### src/rtl/cluster_req_dispatch.sv
// rtl/cluster_req_dispatch.sv - request fork / in-order response join between the core and NrClusters Ara instances
//
// Purpose:
//   Forks each upstream request to every cluster in the active mask, bounded by
//   MaxOutstanding credits. Per-cluster responses are buffered in FIFOs and merged
//   into one upstream response once every active cluster has a response at its head.
//
// Ports:
//   clk_i, rst_i            clock, synchronous active-high reset
//   active_mask_i           requested active clusters (sampled while idle)
//   req_*                   upstream request (valid/ready/data)
//   clu_req_*               per-cluster request fan-out
//   clu_resp_*              per-cluster responses {data, err}
//   resp_*                  merged response
//   outstanding_o           issued-but-unmerged request count
//   busy_o                  requests outstanding or a fork partially done
//   mismatch_o              sticky data-mismatch flag between active heads
//
// Optional feature macro: CLUSTER_DISPATCH_MISMATCH_CHECK_EN
//   defined   -> cross-cluster data comparators drive mismatch_o
//   undefined -> no comparators, mismatch_o tied to 0

module cluster_req_dispatch #(
    parameter int unsigned NrClusters     = 4,
    parameter int unsigned ReqWidth       = 128,
    parameter int unsigned RespWidth      = 64,
    parameter int unsigned MaxOutstanding = 4,
    parameter int unsigned CntWidth       = $clog2(MaxOutstanding + 1)
) (
    input  logic                            clk_i,
    input  logic                            rst_i,
    input  logic [NrClusters-1:0]           active_mask_i,
    input  logic                            req_valid_i,
    output logic                            req_ready_o,
    input  logic [ReqWidth-1:0]             req_data_i,
    output logic [NrClusters-1:0]           clu_req_valid_o,
    input  logic [NrClusters-1:0]           clu_req_ready_i,
    output logic [NrClusters*ReqWidth-1:0]  clu_req_data_o,
    input  logic [NrClusters-1:0]           clu_resp_valid_i,
    output logic [NrClusters-1:0]           clu_resp_ready_o,
    input  logic [NrClusters*RespWidth-1:0] clu_resp_data_i,
    input  logic [NrClusters-1:0]           clu_resp_err_i,
    output logic                            resp_valid_o,
    input  logic                            resp_ready_i,
    output logic [RespWidth-1:0]            resp_data_o,
    output logic                            resp_err_o,
    output logic [CntWidth-1:0]             outstanding_o,
    output logic                            busy_o,
    output logic                            mismatch_o
);

    localparam int unsigned PtrW = (MaxOutstanding > 1) ? $clog2(MaxOutstanding) : 1;
    localparam logic [CntWidth-1:0] MaxCnt  = CntWidth'(MaxOutstanding);
    localparam logic [PtrW-1:0]     LastPtr = PtrW'(MaxOutstanding - 1);

    logic [NrClusters-1:0] mask_q, mask_d;
    logic [NrClusters-1:0] sent_q, sent_d;
    logic [NrClusters-1:0] req_hs, fork_done;
    logic [NrClusters-1:0] fifo_push, fifo_pop, fifo_full, fifo_nempty;
    logic [NrClusters-1:0] head_err;
    logic [RespWidth-1:0]  head_data [NrClusters];
    logic [CntWidth-1:0]   out_q, out_d;
    logic                  credit, accept, merge_hs;
    logic [RespWidth-1:0]  sel_data;
    logic                  any_err, found;

    // Credit is taken from the registered count, so a merge in this cycle only
    // frees a slot for the following cycle.
    assign credit        = (out_q < MaxCnt);
    assign req_ready_o   = credit & req_valid_i & (&fork_done);
    assign accept        = req_ready_o;
    assign outstanding_o = out_q;
    assign busy_o        = (out_q != '0) | (|sent_q);

    // An inactive cluster never holds up the merge.
    assign resp_valid_o  = &(fifo_nempty | ~mask_q);
    assign merge_hs      = resp_valid_o & resp_ready_i;
    assign resp_data_o   = resp_valid_o ? sel_data : '0;
    assign resp_err_o    = resp_valid_o & any_err;

    for (genvar c = 0; c < NrClusters; c++) begin : g_clu
        logic [RespWidth:0]  mem_q [MaxOutstanding];
        logic [PtrW-1:0]     wr_ptr_q, rd_ptr_q;
        logic [CntWidth-1:0] cnt_q;

        assign clu_req_data_o[c*ReqWidth +: ReqWidth] = req_data_i;
        assign clu_req_valid_o[c] = req_valid_i & mask_q[c] & ~sent_q[c] & credit;
        assign req_hs[c]          = clu_req_valid_o[c] & clu_req_ready_i[c];
        assign fork_done[c]       = ~mask_q[c] | sent_q[c] | req_hs[c];

        assign fifo_full[c]        = (cnt_q == MaxCnt);
        assign fifo_nempty[c]      = (cnt_q != '0);
        assign clu_resp_ready_o[c] = ~fifo_full[c];
        // Responses from masked-off clusters are acknowledged but never stored.
        assign fifo_push[c]        = clu_resp_valid_i[c] & ~fifo_full[c] & mask_q[c];
        assign fifo_pop[c]         = merge_hs & mask_q[c];
        assign head_data[c]        = mem_q[rd_ptr_q][RespWidth:1];
        assign head_err[c]         = mem_q[rd_ptr_q][0];

        always_ff @(posedge clk_i) begin
            if (fifo_push[c]) begin
                mem_q[wr_ptr_q] <= {clu_resp_data_i[c*RespWidth +: RespWidth], clu_resp_err_i[c]};
            end
        end

        always_ff @(posedge clk_i) begin
            if (rst_i) begin
                wr_ptr_q <= '0;
                rd_ptr_q <= '0;
                cnt_q    <= '0;
            end else begin
                if (fifo_push[c]) begin
                    wr_ptr_q <= (wr_ptr_q == LastPtr) ? '0 : wr_ptr_q + PtrW'(1);
                end
                if (fifo_pop[c]) begin
                    rd_ptr_q <= (rd_ptr_q == LastPtr) ? '0 : rd_ptr_q + PtrW'(1);
                end
                case ({fifo_push[c], fifo_pop[c]})
                    2'b10:   cnt_q <= cnt_q + CntWidth'(1);
                    2'b01:   cnt_q <= cnt_q - CntWidth'(1);
                    default: cnt_q <= cnt_q;
                endcase
            end
        end
    end

    // Merged data comes from the lowest-index active cluster; errors are OR-ed.
    always_comb begin
        sel_data = '0;
        any_err  = 1'b0;
        found    = 1'b0;
        for (int c = 0; c < NrClusters; c++) begin
            if (mask_q[c]) begin
                if (!found) begin
                    sel_data = head_data[c];
                end
                found   = 1'b1;
                any_err = any_err | head_err[c];
            end
        end
    end

    always_comb begin
        mask_d = mask_q;
        if (!busy_o) begin
            mask_d = (active_mask_i == '0) ? NrClusters'(1) : active_mask_i;
        end
    end

    always_comb begin
        sent_d = sent_q | req_hs;
        if (accept) begin
            sent_d = '0;
        end
    end

    always_comb begin
        out_d = out_q;
        case ({accept, merge_hs})
            2'b10:   out_d = out_q + CntWidth'(1);
            2'b01:   out_d = out_q - CntWidth'(1);
            default: out_d = out_q;
        endcase
    end

    always_ff @(posedge clk_i) begin
        if (rst_i) begin
            mask_q <= '1;
            sent_q <= '0;
            out_q  <= '0;
        end else begin
            mask_q <= mask_d;
            sent_q <= sent_d;
            out_q  <= out_d;
        end
    end

`ifdef CLUSTER_DISPATCH_MISMATCH_CHECK_EN
    logic mismatch_q;
    logic heads_differ;

    always_comb begin
        heads_differ = 1'b0;
        for (int c = 0; c < NrClusters; c++) begin
            if (mask_q[c] && (head_data[c] != sel_data)) begin
                heads_differ = 1'b1;
            end
        end
    end

    always_ff @(posedge clk_i) begin
        if (rst_i) begin
            mismatch_q <= 1'b0;
        end else begin
            mismatch_q <= mismatch_q | (merge_hs & heads_differ);
        end
    end

    assign mismatch_o = mismatch_q;
`else
    assign mismatch_o = 1'b0;
`endif

    // Every merged response pairs with an earlier accepted request.
    a_no_merge_underflow: assert property (@(posedge clk_i) disable iff (rst_i)
        merge_hs |-> (out_q != '0));

endmodule
### config.mk
export PLATFORM = sky130hd
export DESIGN_NAME = cluster_req_dispatch
export DESIGN_NICKNAME = d
export VERILOG_FILES = /design/src/rtl/cluster_req_dispatch.sv
export SDC_FILE = /design/constraint.sdc
export NUM_CORES = 1
export LEC_CHECK = 0
export ABC_AREA = 1
export BUFFER_PORTS_ARGS = -buffer_cell sky130_fd_sc_hd__buf_2
export CAP_MARGIN = 20
export CORE_AREA = 8 8 383 385
export CTS_BUF_LIST = sky130_fd_sc_hd__clkbuf_8 sky130_fd_sc_hd__clkbuf_16
export CTS_CLUSTER_SIZE = 20
export DETAILED_ROUTE_END_ITERATION = 7
export DIE_AREA = 0 0 391 393
export HOLD_SLACK_MARGIN = 0.12
export PLACE_DENSITY_LB_ADDON = 0.1
export SETUP_SLACK_MARGIN = 0.3
export SLEW_MARGIN = 20
export SYNTH_ARGS = -nofsm -noshare
export SYNTH_HDL_FRONTEND = slang
export SYNTH_SLANG_ARGS = --single-unit
### constraint.sdc
create_clock -name clk_i -period 10.9 [get_ports clk_i]
set_input_delay 2.18 -clock clk_i [delete_from_list [all_inputs] [get_ports clk_i]]
set_output_delay 2.18 -clock clk_i [all_outputs]
set_load 0.005 [all_outputs]
==> flow_metrics.tcl, run 1 <==
set metrics [dict create \
    via_per_inst 4.94 \
    die_area_sq_um 154000 \
    setup_violations 0 \
    final_common_cell "edfxtp_1" \
    hold_class "flip-flop to flip-flop" \
    max_stage_delay_ps 890 \
    antenna_found_initial 116 \
    yosys_warnings 0 \
    htreeDepth 3 \
    grt_max_degree 83 \
    cts_tree "yes" \
    io_pins 996 \
    cts.sinks 1087 \
    clockBufferDepth 3 \
    ant_nets 0 \
    yosys-top-cells-area "edfxtp_1 65%, buf_4 8.2%, nand2_1 7.0%" \
    hp-start "g_clu[0].cnt_q[2]$_SDFFE_PP0P_" \
    max_cap_violations 0 \
    portBuffers 354 \
    synth_area_per_cell_sq_um 11.2 \
    r2r_start "mask_q[0]$_SDFFE_PP1N_" \
    ys_types 30 \
    grt_pass1_wl_mm 252 \
    hold_viol 0 \
    post-route-min-period_ps 6730 \
    fin_nets 4507 \
    track_usage 0.238 \
    ir_drop_uv 138 \
    slew_viol_final 0 \
    synthCells 4269 \
    vias 30100 \
    relSlewSlack 0.244 \
    period_share 0.618 \
    cp.required_ps 8720 \
    clk_pin_slew_ps 60 \
    fillers 14100 \
    startpoint_type "flip-flop" \
    grt_overflow 0 \
    rows 138 \
    totalWireLength_mm 190 \
    crit_path_end_kind "primary output" \
    fmax_mhz 148 \
    drive_gt1_frac 0.147 \
    gp_congestion 0.803 \
    clock_latency_ps 730 \
    die_h_um 393 \
    reg2reg_depth 3 \
    place_hpwl_mm 135 \
    synth_top_area_cell "edfxtp_1" \
    whs_path_depth 2 \
    ys_ff_latch 1087 \
    rsz0062_at_grt "false" \
    crit_fanout 72 \
    core_sq_um 141000 \
    cts_hold_buf 0 \
    cts.repair.resized 0 \
    p_leak_uw 0.0191 \
    post_cts_buffers 0 \
    status "complete, no violations" \
    arrival_ps 4550 \
    cp_slowest_cell "o21ai_0" \
    path_cells "buf_4, buf_4, o21ai_0, o21ai_0, nand2_1, nand2_1, nor2_1, nor2_1, buf_2" \
    initial_core_util 0.340 \
    drt-pass1-iter-count 5 \
    dr.first_iter.drc_count 2232 \
    seq_area_frac_synth 0.673 \
    cts_root_buffer "clkbuf_16" \
    path_class "flip-flop to primary output" \
    syn_nets 4703 \
    finClkSkew_ps 25.0 \
    die_w_um 391 \
    whs_ps 492 \
    power.density_cell_area_nw_per_um2 222 \
    synth_top_area_share 0.653 \
    numCtsBuffers 121 \
    final_cell_mix "1040 x edfxtp_1, 887 x nand2_1, 533 x nor2_1" \
    wire_per_inst_um 31.1 \
    worst_pin_slew_ps 1120 \
    grt_pass1_vias 29000 \
    fin_setup_tns_ps 0 \
    syn_area_sq_um 47800 \
    drc_errors 0 \
    area_growth_pct 7.76 \
]
[layer usage]
layer,GRT usage,share of wire,vias to the layer above
met4,0.0858,0.039,44
met3,0.114,0.12,356
met5,0.0354,0.0047,-
li1,-,-,13700
met2,0.399,0.48,1474
met1,0.260,0.36,14500
[area by class of cell]
| class | count | area (sq um) | area share |
|---|---|---|---|
| clock buffer | 128 | 3170 | 0.0615 |
| multi-input combinational | 2317 | 10400 | 0.202 |
| tap | 1890 | 2360 | 0.0459 |
| inverter | 140 | 537 | 0.0104 |
| timing repair buffer | 406 | 2170 | 0.0421 |
| antenna | 35 | 87.6 | 0.00170 |
| clock inverter | 100 | 619 | 0.0120 |
| sequential | 1087 | 32200 | 0.625 |
[flip-flops by register name (all words and copies together), names as in the netlist, named ones only]
register / flops
g_clu.mem_q: 1040
g_clu.cnt_q: 12
outstanding_o: 3
sent_q: 4
mask_q: 4
g_clu.rd_ptr_q: 8
g_clu.wr_ptr_q: 8
[cell families after synthesis]
kind of cell | share of synthesized area
AND/OR/NAND/NOR | 0.161
flip-flops | 0.673
buffers and inverters | 0.113
AO/OA/AOI/OAI | 0.0455
adder cells (fa/ha/maj) | 0.00863
other | 0.0000784
[report_power, final]
part / total, uW / leakage [uW] / internal (uW) / switching [uW]
sequential: 5210 / 0.00989 / 5070 / 140
combinational: 2320 / 0.00722 / 532 / 1790
clock: 3910 / 0.00200 / 2220 / 1690
[synthesized netlist by cell type]
library cell	number
a211oi_1	4
a21oi_1	33
and2_1	1
buf_1	22
buf_2	113
buf_4	525
buf_6	3
clkbuf_1	62
clkinv_2	1
conb_1	1
dfxtp_1	47
edfxtp_1	1040
fa_1	5
ha_1	25
inv_1	131
inv_2	8
nand2_1	887
nand2_2	1
nand3_1	431
nand4_1	2
nor2_1	549
nor2_4	3
nor3_1	4
nor3_2	1
o211ai_1	65
o21a_1	1
o21ai_0	282
o21ai_1	13
o21bai_1	1
or2_2	8
[worst paths after layout]
path,endpoint,slack [ps]
worst min register to register,g_clu[0].cnt_q[2]$_SDFFE_PP0P_,490
worst max-delay path,resp_data_o[47],4170
worst min-delay path,g_clu[0].cnt_q[2]$_SDFFE_PP0P_,490
worst max register to register,g_clu[0].mem_q[0][18]$_DFFE_PP_,7580
[worst max-delay path, delay by kind of cell, from the launching register on]
family	cells	cell delay [ps]
AO/OA/AOI/OAI	2	1070
buffers and inverters	3	1450
flip-flops	1	560
AND/OR/NAND/NOR	4	600
[metrics by stage]
stage	instances	util	total power, uW	setup slack, ps	area [sq um]
after detailed placement	5839	0.339	7680	5060	47700
after floorplan	4269	-	6670	5250	47800
after CTS	6067	0.366	11600	4260	51400
final	6103	0.367	11400	4170	51500
after global placement	5839	0.339	7680	5040	47700
after global routing	6078	0.366	11900	4030	51500
Power figures use the tool's default switching activity.
==> inputs of run 2 (changes only) <==
clock period = 6.7 ns   (was 10.9 ns; I/O delays follow)
==> run 2 against run 1 <==
Total power grew 61%. Critical endpoint is now resp_data_o[58]. Clock-buffer cell count decreased by 3. Critical path type unchanged. Sequential share of layout area is 0.058 points lower. Largest cell class unchanged. Global-route usage down 0.33 points. Sequential power rose by 63%. Final cell count rose by 0.23%.
==> flow_metrics.tcl, run 2 (synthesis gave the netlist of run 1 again) <==
set metrics [dict create \
    cts.sinks 1087 \
    pwr-share-comb 0.202 \
    setup_violations 0 \
    drive_gt1_frac 0.148 \
    p_sw_frac 0.314 \
    relSlewSlack 0.261 \
    final_area_sq_um 51600 \
    area_growth_pct 7.86 \
    status "complete, no violations" \
    hold_viol 0 \
    totalWireLength_mm 187 \
    initial_core_util 0.340 \
    largest-register "g_clu.mem_q" \
    r2r_end "g_clu[0].mem_q[1][28]$_DFFE_PP_" \
    hp-start "outstanding_o[2]$_SDFFE_PP0P_" \
    grt_pass1_wl_mm 249 \
    ant_nets 0 \
    p_seq_frac 0.461 \
    rsz0062_at_grt "false" \
    htreeDepth 3 \
    portBuffers 354 \
    fmax_mhz 180 \
    netSwitchingPower_uw 5780 \
    worst_pin_slew_ps 1110 \
    cts_hold_buf 0 \
    clk_pin_slew_ps 60 \
    ir_drop_uv 233 \
    cts_root_buffer "clkbuf_16" \
    track_usage 0.234 \
    path_class "flip-flop to primary output" \
    whs_ps 474 \
    io_pins 996 \
    via_per_inst 4.93 \
    clockBufferDepth 3 \
    r2r_start "mask_q[0]$_SDFFE_PP1N_" \
    dr.first_iter.drc_count 2286 \
    grt_overflow 0 \
    startpoint_type "flip-flop" \
    largest_register_ffs 1040 \
    rows 138 \
    die_h_um 393 \
    final_util 0.367 \
    post-route-min-period_ps 5560 \
    min_to "outstanding_o[2]$_SDFFE_PP0P_" \
    fin_setup_tns_ps 0 \
    dpl-instance-area_sq_um 47800 \
    fin_nets 4522 \
    cts_tree "yes" \
    grt_pass1_vias 29200 \
    die_area_sq_um 154000 \
    wire_per_inst_um 30.6 \
    grt_max_degree 91 \
    whs_path_depth 1 \
    power.density_cell_area_nw_per_um2 357 \
    drc_errors 0 \
    numCtsBuffers 119 \
    arrival_ps 4220 \
    r2r_slack_ps 3290 \
    slew_viol_final 0 \
    p_leak_uw 0.0192 \
    antenna_found_initial 110 \
    p_int_uw 12600 \
    vias 30100 \
    die_w_um 391 \
    finClkSkew_ps 27.6 \
    place_hpwl_mm 136 \
    reg2reg_depth 3 \
    final_common_cell "edfxtp_1" \
    final_cell_mix "1040 x edfxtp_1, 887 x nand2_1, 533 x nor2_1" \
    crit_path_end_kind "primary output" \
    period_share 0.830 \
    gp_congestion 0.833 \
    cp.required_ps 5360 \
    drt-pass1-iter-count 5 \
    clock_latency_ps 720 \
    clkPwrFrac 0.337 \
    hold_class "flip-flop to flip-flop" \
    post_cts_buffers 0 \
    top_regs "g_clu.mem_q (1040), g_clu.cnt_q (12)" \
    cts.repair.resized 0 \
    core_sq_um 141000 \
    fillers 14000 \
    crit_fanout 56 \
    max_cap_violations 0 \
]
-- run 2: cell types whose count changed in the layout (fill, tap and decap cells not counted), moves of 2 or more --
cell,before,now
diode_2,35,38
buf_12,0,4
inv_1,164,168
clkbuf_8,3,1
buf_4,51,65
clkinv_8,3,0
-- run 2: how the worst max path moves through the flow --
stage                                    from                             end  slack [ps]  cells past startpoint
final                               flip-flop                 resp_data_o[58]        1140                      9
after global routing                flip-flop                 resp_data_o[58]         940                      9
after CTS                           flip-flop                 resp_data_o[58]        1080                      9
after detailed placement            flip-flop                 resp_data_o[58]        1890                      9
after global placement              flip-flop                 resp_data_o[58]        1900                      9
after floorplan           clu_resp_valid_i[2]  g_clu[2].mem_q[0][0]$_DFFE_PP_        1890                      2
-- run 2: routing by layer --
| layer | track usage | routed length, um | up-vias |
|---|---|---|---|
| li1 | - | - | 13800 |
| met1 | 0.259 | 68400 | 14600 |
| met2 | 0.381 | 87600 | 1415 |
| met3 | 0.115 | 21800 | 349 |
| met4 | 0.0985 | 8320 | 52 |
| met5 | 0.0360 | 1070 | - |
-- run 2: critical path, stage by stage, from the launching register on --
cell	delay, ps
dfxtp_4	620
buf_4	530
buf_4	620
o21ai_0	190
o21ai_0	750
nand2_1	120
nand2_1	110
nor2_1	70
nor2_1	260
buf_2	180
-- run 2: through the flow --
stage | std cells | total power, uW | worst slack [ps]
after floorplan | 4269 | 10900 | 1890
after global placement | 5857 | 12500 | 1900
after detailed placement | 5857 | 12500 | 1890
after CTS | 6079 | 18700 | 1080
after global routing | 6096 | 19200 | 939
final | 6117 | 18400 | 1140
-- run 2: power groups by stage --
stage	combinational, uW	clock, uW	sequential (uW)
CTS	3840	6340	8500
global placement	3840	0	8630
detailed placement	3830	0	8640
global route	4090	6570	8560
finish	3730	6210	8490
floorplan	2270	0	8580
-- run 2: cell type report --
type,instances,area (sq um),area share
Antenna cell,38,95.1,0.00184
Clock buffer,125,3120,0.0604
Clock inverter,97,544,0.0105
Inverter,140,534,0.0104
Multi-Input combinational cell,2317,10400,0.202
Sequential cell,1087,32200,0.624
Tap cell,1890,2360,0.0458
Timing Repair Buffer,423,2340,0.0454
